File: src/rtl/quad_enc_pkg.sv
// Shared constants and types for the quadrature decoder channels.
package quad_enc_pkg;

    localparam int unsigned ERRBITS = 8;
    localparam logic [ERRBITS-1:0] ERR_MAX = '1;

    localparam logic DIR_UP   = 1'b1;
    localparam logic DIR_DOWN = 1'b0;

    // Filtered {A,B} pin pair.
    typedef enum logic [1:0] {
        AB_00 = 2'b00,
        AB_01 = 2'b01,
        AB_10 = 2'b10,
        AB_11 = 2'b11
    } ab_t;

endpackage

File: src/rtl/quad_enc_chan.sv
// One quadrature channel: synchroniser, A/B/Z glitch filters, step decode,
// index capture, fault tracking and step-period measurement.
module quad_enc_chan
    import quad_enc_pkg::*;
#(
    parameter int unsigned ENCBITS  = 32,
    parameter int unsigned FILTBITS = 4,
    parameter int unsigned VELBITS  = 16
) (
    input  logic                clk,
    input  logic                resetn,
    input  logic                a_i,
    input  logic                b_i,
    input  logic                z_i,
    input  logic [7:0]          multiplier_i,
    input  logic [FILTBITS-1:0] filt_len_i,
    input  logic                index_zero_en_i,
    input  logic                fault_clr_i,
    output logic [ENCBITS-1:0]  count_o,
    output logic [ENCBITS-1:0]  index_count_o,
    output logic                index_valid_o,
    output logic                faultn_o,
    output logic [ERRBITS-1:0]  err_cnt_o,
    output logic [VELBITS-1:0]  period_o,
    output logic                dir_o
);

    localparam logic [VELBITS-1:0] PER_MAX = '1;

    // Bit order for the per-signal vectors: [2]=A, [1]=B, [0]=Z.
    logic [2:0]                s1_q;
    logic [2:0]                s2_q;
    logic [2:0]                filt_q,  filt_d;
    logic [2:0][FILTBITS-1:0]  run_q,   run_d;

    ab_t                       prev_ab_q, prev_ab_d;
    logic                      prev_z_q,  prev_z_d;

    logic [ENCBITS-1:0]        count_q,   count_d;
    logic [ENCBITS-1:0]        idx_q,     idx_d;
    logic                      valid_q,   valid_d;
    logic                      faultn_q,  faultn_d;
    logic [ERRBITS-1:0]        err_q,     err_d;
    logic [VELBITS-1:0]        period_q,  period_d;
    logic [VELBITS-1:0]        per_cnt_q, per_cnt_d;
    logic                      dir_q,     dir_d;

    logic [1:0]                ab_now;
    logic [1:0]                ab_prev;
    logic                      a_chg, b_chg;
    logic                      step, fault, up, z_rise;
    logic [ENCBITS-1:0]        mult_ext;
    logic [ENCBITS-1:0]        base;

    // Two-flop synchroniser for the asynchronous pins (intentionally unreset).
    always_ff @(posedge clk) begin
        s1_q <= {a_i, b_i, z_i};
        s2_q <= s1_q;
    end

    // Run-length glitch filters; in reset the filter output follows the pin directly.
    always_comb begin
        filt_d = filt_q;
        run_d  = run_q;
        for (int unsigned i = 0; i < 3; i++) begin
            if (!resetn) begin
                filt_d[i] = s2_q[i];
                run_d[i]  = '0;
            end else if (s2_q[i] == filt_q[i]) begin
                run_d[i]  = '0;
            end else if (run_q[i] >= filt_len_i) begin
                filt_d[i] = s2_q[i];
                run_d[i]  = '0;
            end else begin
                run_d[i]  = run_q[i] + FILTBITS'(1);
            end
        end
    end

    // Classify the filtered transition against the previous filtered state.
    always_comb begin
        ab_now   = filt_q[2:1];
        ab_prev  = prev_ab_q;
        a_chg    = ab_now[1] ^ ab_prev[1];
        b_chg    = ab_now[0] ^ ab_prev[0];
        step     = a_chg ^ b_chg;
        fault    = a_chg & b_chg;
        up       = ab_now[1] ^ ab_prev[0];
        z_rise   = filt_q[0] & ~prev_z_q;
        mult_ext = ENCBITS'(multiplier_i);
    end

    // Next-state for position, index, fault and period tracking.
    // In reset the previous-state registers load the value the filters are
    // loading, so the first cycle after release sees no edge.
    always_comb begin
        prev_ab_d = prev_ab_q;
        prev_z_d  = prev_z_q;
        count_d   = count_q;
        idx_d     = idx_q;
        valid_d   = 1'b0;
        faultn_d  = faultn_q;
        err_d     = err_q;
        period_d  = period_q;
        per_cnt_d = per_cnt_q;
        dir_d     = dir_q;
        base      = count_q;

        if (!resetn) begin
            prev_ab_d = ab_t'(s2_q[2:1]);
            prev_z_d  = s2_q[0];
            count_d   = '0;
            idx_d     = '0;
            faultn_d  = 1'b1;
            err_d     = '0;
            period_d  = PER_MAX;
            per_cnt_d = PER_MAX;
            dir_d     = DIR_UP;
        end else begin
            prev_ab_d = ab_t'(filt_q[2:1]);
            prev_z_d  = filt_q[0];

            // Index capture sees the position before this cycle's step.
            if (z_rise) begin
                idx_d   = count_q;
                valid_d = 1'b1;
                if (index_zero_en_i) begin
                    base = '0;
                end
            end

            if (step) begin
                count_d = up ? (base + mult_ext) : (base - mult_ext);
            end else begin
                count_d = base;
            end

            // Clear first so a coincident fault leaves a count of one.
            if (fault_clr_i) begin
                faultn_d = 1'b1;
                err_d    = '0;
            end
            if (fault) begin
                faultn_d = 1'b0;
                if (err_d != ERR_MAX) begin
                    err_d = err_d + ERRBITS'(1);
                end
            end

            if (step) begin
                period_d  = per_cnt_q;
                per_cnt_d = VELBITS'(1);
                dir_d     = up ? DIR_UP : DIR_DOWN;
            end else begin
                if (per_cnt_q != PER_MAX) begin
                    per_cnt_d = per_cnt_q + VELBITS'(1);
                end
                if (per_cnt_d == PER_MAX) begin
                    period_d = PER_MAX;
                end
            end
        end
    end

    // Channel state registers.
    always_ff @(posedge clk) begin
        filt_q    <= filt_d;
        run_q     <= run_d;
        prev_ab_q <= prev_ab_d;
        prev_z_q  <= prev_z_d;
        count_q   <= count_d;
        idx_q     <= idx_d;
        valid_q   <= valid_d;
        faultn_q  <= faultn_d;
        err_q     <= err_d;
        period_q  <= period_d;
        per_cnt_q <= per_cnt_d;
        dir_q     <= dir_d;
    end

    assign count_o       = count_q;
    assign index_count_o = idx_q;
    assign index_valid_o = valid_q;
    assign faultn_o      = faultn_q;
    assign err_cnt_o     = err_q;
    assign period_o      = period_q;
    assign dir_o         = dir_q;

endmodule

File: src/rtl/quad_enc_mc.sv
// Multi-channel quadrature decoder: NCH independent channels packed into
// flat output buses, channel i at slice [i*WIDTH +: WIDTH].
module quad_enc_mc
    import quad_enc_pkg::*;
#(
    parameter int unsigned NCH      = 2,
    parameter int unsigned ENCBITS  = 32,
    parameter int unsigned FILTBITS = 4,
    parameter int unsigned VELBITS  = 16
) (
    input  logic                     clk,
    input  logic                     resetn,
    input  logic [NCH-1:0]           a,
    input  logic [NCH-1:0]           b,
    input  logic [NCH-1:0]           z,
    input  logic [7:0]               multiplier,
    input  logic [FILTBITS-1:0]      filt_len,
    input  logic [NCH-1:0]           index_zero_en,
    input  logic [NCH-1:0]           fault_clr,
    output logic [NCH*ENCBITS-1:0]   count,
    output logic [NCH*ENCBITS-1:0]   index_count,
    output logic [NCH-1:0]           index_valid,
    output logic [NCH-1:0]           faultn,
    output logic [NCH*ERRBITS-1:0]   err_cnt,
    output logic [NCH*VELBITS-1:0]   period,
    output logic [NCH-1:0]           dir
);

    for (genvar i = 0; i < NCH; i++) begin : g_ch
        quad_enc_chan #(
            .ENCBITS  (ENCBITS),
            .FILTBITS (FILTBITS),
            .VELBITS  (VELBITS)
        ) u_chan (
            .clk             (clk),
            .resetn          (resetn),
            .a_i             (a[i]),
            .b_i             (b[i]),
            .z_i             (z[i]),
            .multiplier_i    (multiplier),
            .filt_len_i      (filt_len),
            .index_zero_en_i (index_zero_en[i]),
            .fault_clr_i     (fault_clr[i]),
            .count_o         (count[i*ENCBITS +: ENCBITS]),
            .index_count_o   (index_count[i*ENCBITS +: ENCBITS]),
            .index_valid_o   (index_valid[i]),
            .faultn_o        (faultn[i]),
            .err_cnt_o       (err_cnt[i*ERRBITS +: ERRBITS]),
            .period_o        (period[i*VELBITS +: VELBITS]),
            .dir_o           (dir[i])
        );
    end

endmodule

File: config.mk
export PLATFORM = sky130hd
export DESIGN_NAME = quad_enc_mc
export DESIGN_NICKNAME = d
export VERILOG_FILES = /design/src/rtl/quad_enc_pkg.sv /design/src/rtl/quad_enc_chan.sv /design/src/rtl/quad_enc_mc.sv
export SDC_FILE = /design/constraint.sdc
export NUM_CORES = 1
export LEC_CHECK = 0
export ABC_AREA = 1
export BUFFER_PORTS_ARGS = -buffer_cell sky130_fd_sc_hd__buf_2
export CAP_MARGIN = 10
export CORE_ASPECT_RATIO = 1.4
export CORE_MARGIN = 2
export CORE_UTILIZATION = 59
export DETAILED_ROUTE_END_ITERATION = 16
export PLACE_DENSITY = 0.81
export RECOVER_POWER = 100
export SLEW_MARGIN = 5
export SYNTH_ARGS = -nofsm -noshare
export SYNTH_HDL_FRONTEND = slang
export SYNTH_SLANG_ARGS = --single-unit
export TNS_END_PERCENT = 100
File: constraint.sdc
create_clock -name clk -period 4.8 [get_ports clk]
set_clock_uncertainty 0.15 [all_clocks]
set_input_delay 0.72 -clock clk [delete_from_list [all_inputs] [get_ports clk]]
set_output_delay 0.72 -clock clk [all_outputs]
set_load 0.05 [all_outputs]
==> impl_metrics.xml <==
<?xml version="1.0" encoding="UTF-8"?>
<metrics>
  <group name="synth">
    <metric name="synth.yosys.seq_area_share" unit="%">34.8</metric>
    <metric name="synthesis.area" unit="mm^2">0.0152</metric>
    <metric name="syn-instance-count" unit="">2238</metric>
    <metric name="postSynth.topFlopCell" unit="">sky130_fd_sc_hd__dfxtp_1</metric>
    <metric name="synth_nets" unit="">2356</metric>
    <metric name="synth_async_sr_flop_share" unit="%">0</metric>
    <metric name="synth-warning-count" unit="">0</metric>
    <metric name="postSynthAreaPerCell" unit="um^2">6.81</metric>
    <metric name="synth_enable_flop_cells" unit="">6</metric>
    <metric name="yosys.cell_types.count" unit="">51</metric>
    <metric name="synth_seq_cells" unit="">262</metric>
  </group>
  <group name="cts">
    <metric name="clkSlewWorstSetupHoldPaths" unit="ps">70</metric>
    <metric name="tritoncts" unit="">yes</metric>
    <metric name="cts_sinks" unit="">262</metric>
    <metric name="root_buffer" unit="">sky130_fd_sc_hd__clkbuf_16</metric>
    <metric name="cts-resized-gates" unit="">0</metric>
    <metric name="insertion_delay" unit="ps">580</metric>
    <metric name="ctsHtreeMaxLevel" unit="">1</metric>
    <metric name="clk_path_buf_depth" unit="">3</metric>
    <metric name="cts_made_buffers" unit="">27</metric>
    <metric name="hold_buffers" unit="">0</metric>
    <metric name="cts_setup_buffers" unit="">0</metric>
  </group>
  <group name="sta">
    <metric name="worst-slew-pin-transition" unit="ps">2950</metric>
    <metric name="finalSetupTns" unit="ps">0</metric>
    <metric name="fmax" unit="MHz">243</metric>
    <metric name="drv_slew" unit="">112</metric>
    <metric name="unrepaired_setup_endpoints_after_global_routing" unit="">false</metric>
    <metric name="final_hold_viol_count" unit="">0</metric>
    <metric name="final-setup-viol-count" unit="">0</metric>
    <metric name="post-route-period-util" unit="%">85.9</metric>
    <metric name="max_slew_margin" unit="%">-96.7</metric>
    <metric name="post_route_minimum_period" unit="ps">4120</metric>
  </group>
  <group name="cells_and_area">
    <metric name="final.fill_count" unit="">2399</metric>
    <metric name="multi_input_comb_area" unit="mm^2">0.00842</metric>
    <metric name="most_common_cell_after_layout_fill_and_taps_aside" unit="">sky130_fd_sc_hd__nand2_1</metric>
    <metric name="layout-drive-gt1-share" unit="%">6.07</metric>
    <metric name="postLayoutCoreUtil" unit="%">67.6</metric>
    <metric name="ff_latch_area" unit="mm^2">0.00531</metric>
    <metric name="layout-area-overhead-vs-synth" unit="%">12.6</metric>
    <metric name="final_cell_mix" unit="">502 x sky130_fd_sc_hd__nand2_1, 287 x sky130_fd_sc_hd__inv_1, 275 x sky130_fd_sc_hd__nor2_1, 256 x sky130_fd_sc_hd__dfxtp_1, 200 x sky130_fd_sc_hd__clkbuf_1</metric>
    <metric name="antenna_cells" unit="">0</metric>
    <metric name="fin_nets" unit="">2534</metric>
  </group>
  <group name="worst_setup_path">
    <metric name="critPathCaptureType" unit="">flip-flop</metric>
    <metric name="cp.arrival" unit="ps">4280</metric>
    <metric name="critPathLaunchType" unit="">flip-flop</metric>
    <metric name="cp.required" unit="ps">4960</metric>
    <metric name="worst-setup-path-type" unit="">flip-flop to flip-flop</metric>
    <metric name="worst-path-max-fanout" unit="">37</metric>
  </group>
  <group name="placed_design">
    <metric name="dp_hpwl" unit="mm">36.7</metric>
    <metric name="place.port_buffers" unit="">205</metric>
    <metric name="gpl.final_weighted_congestion" unit="">1.00</metric>
  </group>
  <group name="run_status">
    <metric name="violations_in_the_final_reports" unit="">capacitance limit, slew limit</metric>
    <metric name="outcome" unit="">complete, but fails checks</metric>
  </group>
  <group name="detailed_routing">
    <metric name="routed_via_density" unit="">5.60</metric>
    <metric name="via_count" unit="">15400</metric>
    <metric name="drtAntennaViolNets" unit="">0</metric>
    <metric name="detail_routed_net_length_per_standard_cell" unit="um">17.3</metric>
    <metric name="detail_route.wirelength" unit="mm">47.7</metric>
    <metric name="drt-initial-drc-count" unit="">955</metric>
    <metric name="drc" unit="">0</metric>
    <metric name="first_pass_iters" unit="">5</metric>
  </group>
  <group name="pwr">
    <metric name="leakage" unit="nW">8.43</metric>
    <metric name="powerDensity" unit="mW/mm^2">598</metric>
    <metric name="vdd_ir_max" unit="V">0.000430</metric>
  </group>
  <group name="grt">
    <metric name="gr-usage-all-layers" unit="%">34.4</metric>
    <metric name="grt_first_pass_wirelength" unit="mm">75.6</metric>
    <metric name="globalRouteOverflowTotal" unit="">0</metric>
    <metric name="via_count_of_the_first_global_routing_pass" unit="">15000</metric>
    <metric name="grt_antenna_before_repair" unit="">2</metric>
    <metric name="maximum_number_of_pins_on_one_net_before_global_route_repair" unit="">74</metric>
  </group>
  <group name="die">
    <metric name="core_area" unit="mm^2">0.0254</metric>
    <metric name="die_height" unit="um">194</metric>
    <metric name="initial_utilization" unit="%">60.0</metric>
    <metric name="core_rows" unit="">69</metric>
    <metric name="top_level_ports" unit="">206</metric>
    <metric name="die_width" unit="um">140</metric>
    <metric name="fp.dieArea" unit="mm^2">0.0271</metric>
  </group>
  <group name="hold_path">
    <metric name="min_path_type" unit="">primary input to flip-flop</metric>
  </group>
  <group name="job">
    <metric name="maxCapViolations" unit="">2</metric>
  </group>
</metrics>
critical path, cell delays in order, from the launching register on:
cell	delay [ps]
sky130_fd_sc_hd__edfxtp_1	450
sky130_fd_sc_hd__xor2_1	180
sky130_fd_sc_hd__ha_1	510
sky130_fd_sc_hd__clkbuf_1	410
sky130_fd_sc_hd__clkinv_1	100
sky130_fd_sc_hd__clkbuf_1	1100
sky130_fd_sc_hd__nand2_1	660
sky130_fd_sc_hd__nand2_1	190
sky130_fd_sc_hd__nand3_1	90
cells by family after synthesis:
logic type / count (synthesis) / synth area share [%]
flops: 262 / 34.8
buf+inv: 374 / 9.60
xor+xnor: 62 / 3.71
fa+ha+maj: 94 / 7.82
simple gates: 1056 / 30.2
compound gates: 390 / 13.8
final cells by class:
cell class / instances / share of cell area [%]
sequential: 262 / 30.9
inverter: 300 / 6.57
tap: 319 / 2.33
clock inverter: 13 / 1.42
multi-input combinational: 1602 / 49.1
clock buffer: 37 / 4.39
timing repair buffer: 223 / 5.24
registers in the layout (all words and copies together), names as in the netlist, 4 cells and up:
register,flops
g_ch.u_chan.index_count_o,64
g_ch.u_chan.count_o,64
g_ch.u_chan.per_cnt_q,32
g_ch.u_chan.period_o,32
g_ch.u_chan.filt_q,6
g_ch.u_chan.err_cnt_o,16
g_ch.u_chan.ab_prev,4
g_ch.u_chan.run_q,24
g_ch.u_chan.s1_q,6
g_ch.u_chan.s2_q,6
where the power goes:
part	internal [W]	total (W)	switching, W	leakage, nW
Clock	0.00143	0.00237	0.000938	0.472
Combinational	0.00125	0.00486	0.00361	5.78
Sequential	0.00260	0.00302	0.000419	2.17
routing by layer:
| metal | global-route usage (%) | wire, um | vias up |
|---|---|---|---|
| li1 | - | - | 7571 |
| met1 | 37.2 | 17800 | 7034 |
| met2 | 61.5 | 23300 | 621 |
| met3 | 4.87 | 2970 | 193 |
| met4 | 23.1 | 3630 | 4 |
| met5 | 0 | 28 | - |
final timing paths:
check	from	to	slack (ps)	cells after the start
min reg2reg	g_ch[0].u_chan.s1_q[0]	g_ch[0].u_chan.s2_q[0]	180	0
max reg2reg	g_ch[0].u_chan.filt_q[2]	g_ch[0].u_chan.period_o[4]	680	8
min	z[1]	g_ch[1].u_chan.s1_q[0]	90	1
max	g_ch[0].u_chan.filt_q[2]	g_ch[0].u_chan.period_o[4]	680	8
synth_stat cells, types with 3 or more instances:
master,instances,area (um^2)
sky130_fd_sc_hd__nand3b_1,7,52.6
sky130_fd_sc_hd__nor2_2,15,93.8
sky130_fd_sc_hd__a31oi_1,6,37.5
sky130_fd_sc_hd__buf_4,6,45.0
sky130_fd_sc_hd__edfxtp_1,6,180
sky130_fd_sc_hd__xor2_1,40,350
sky130_fd_sc_hd__nand2_2,12,75.1
sky130_fd_sc_hd__buf_2,5,25.0
sky130_fd_sc_hd__inv_1,285,1070
sky130_fd_sc_hd__a21boi_0,9,67.6
sky130_fd_sc_hd__nand2_1,498,1870
sky130_fd_sc_hd__nor2_1,274,1030
sky130_fd_sc_hd__nand3_1,152,761
sky130_fd_sc_hd__dfxtp_1,256,5120
sky130_fd_sc_hd__buf_6,4,45.0
sky130_fd_sc_hd__o32ai_1,3,26.3
sky130_fd_sc_hd__nor3_1,28,140
sky130_fd_sc_hd__ha_1,92,1150
sky130_fd_sc_hd__nand2_4,6,67.6
sky130_fd_sc_hd__nor4_1,3,18.8
sky130_fd_sc_hd__o22ai_1,18,113
sky130_fd_sc_hd__o21ai_1,18,90.1
sky130_fd_sc_hd__xor2_2,3,48.8
sky130_fd_sc_hd__nand4_1,23,144
sky130_fd_sc_hd__buf_1,7,26.3
sky130_fd_sc_hd__inv_2,14,52.6
sky130_fd_sc_hd__clkbuf_1,52,195
sky130_fd_sc_hd__or2_2,11,68.8
sky130_fd_sc_hd__o21ai_0,189,946
sky130_fd_sc_hd__nor2_4,7,78.8
sky130_fd_sc_hd__a21oi_1,117,586
sky130_fd_sc_hd__nand3_2,8,80.1
sky130_fd_sc_hd__o21a_1,16,120
sky130_fd_sc_hd__o21bai_1,6,45.0
sky130_fd_sc_hd__xnor2_1,19,166
metrics by stage:
stage                     setup WS [ps]  power [W]  instances  hold WS, ps  instance area [um^2]
final                               679     0.0103       2756         94.1                 17100
after global routing                242     0.0109       2756         88.4                 17100
after CTS                           959     0.0103       2756         76.4                 17500
after detailed placement            741    0.00795       2706          167                 16500
after global placement              854    0.00790       2706          162                 16500
after floorplan                    1180    0.00664       2238          160                 15200
Power figures use the tool's default switching activity.
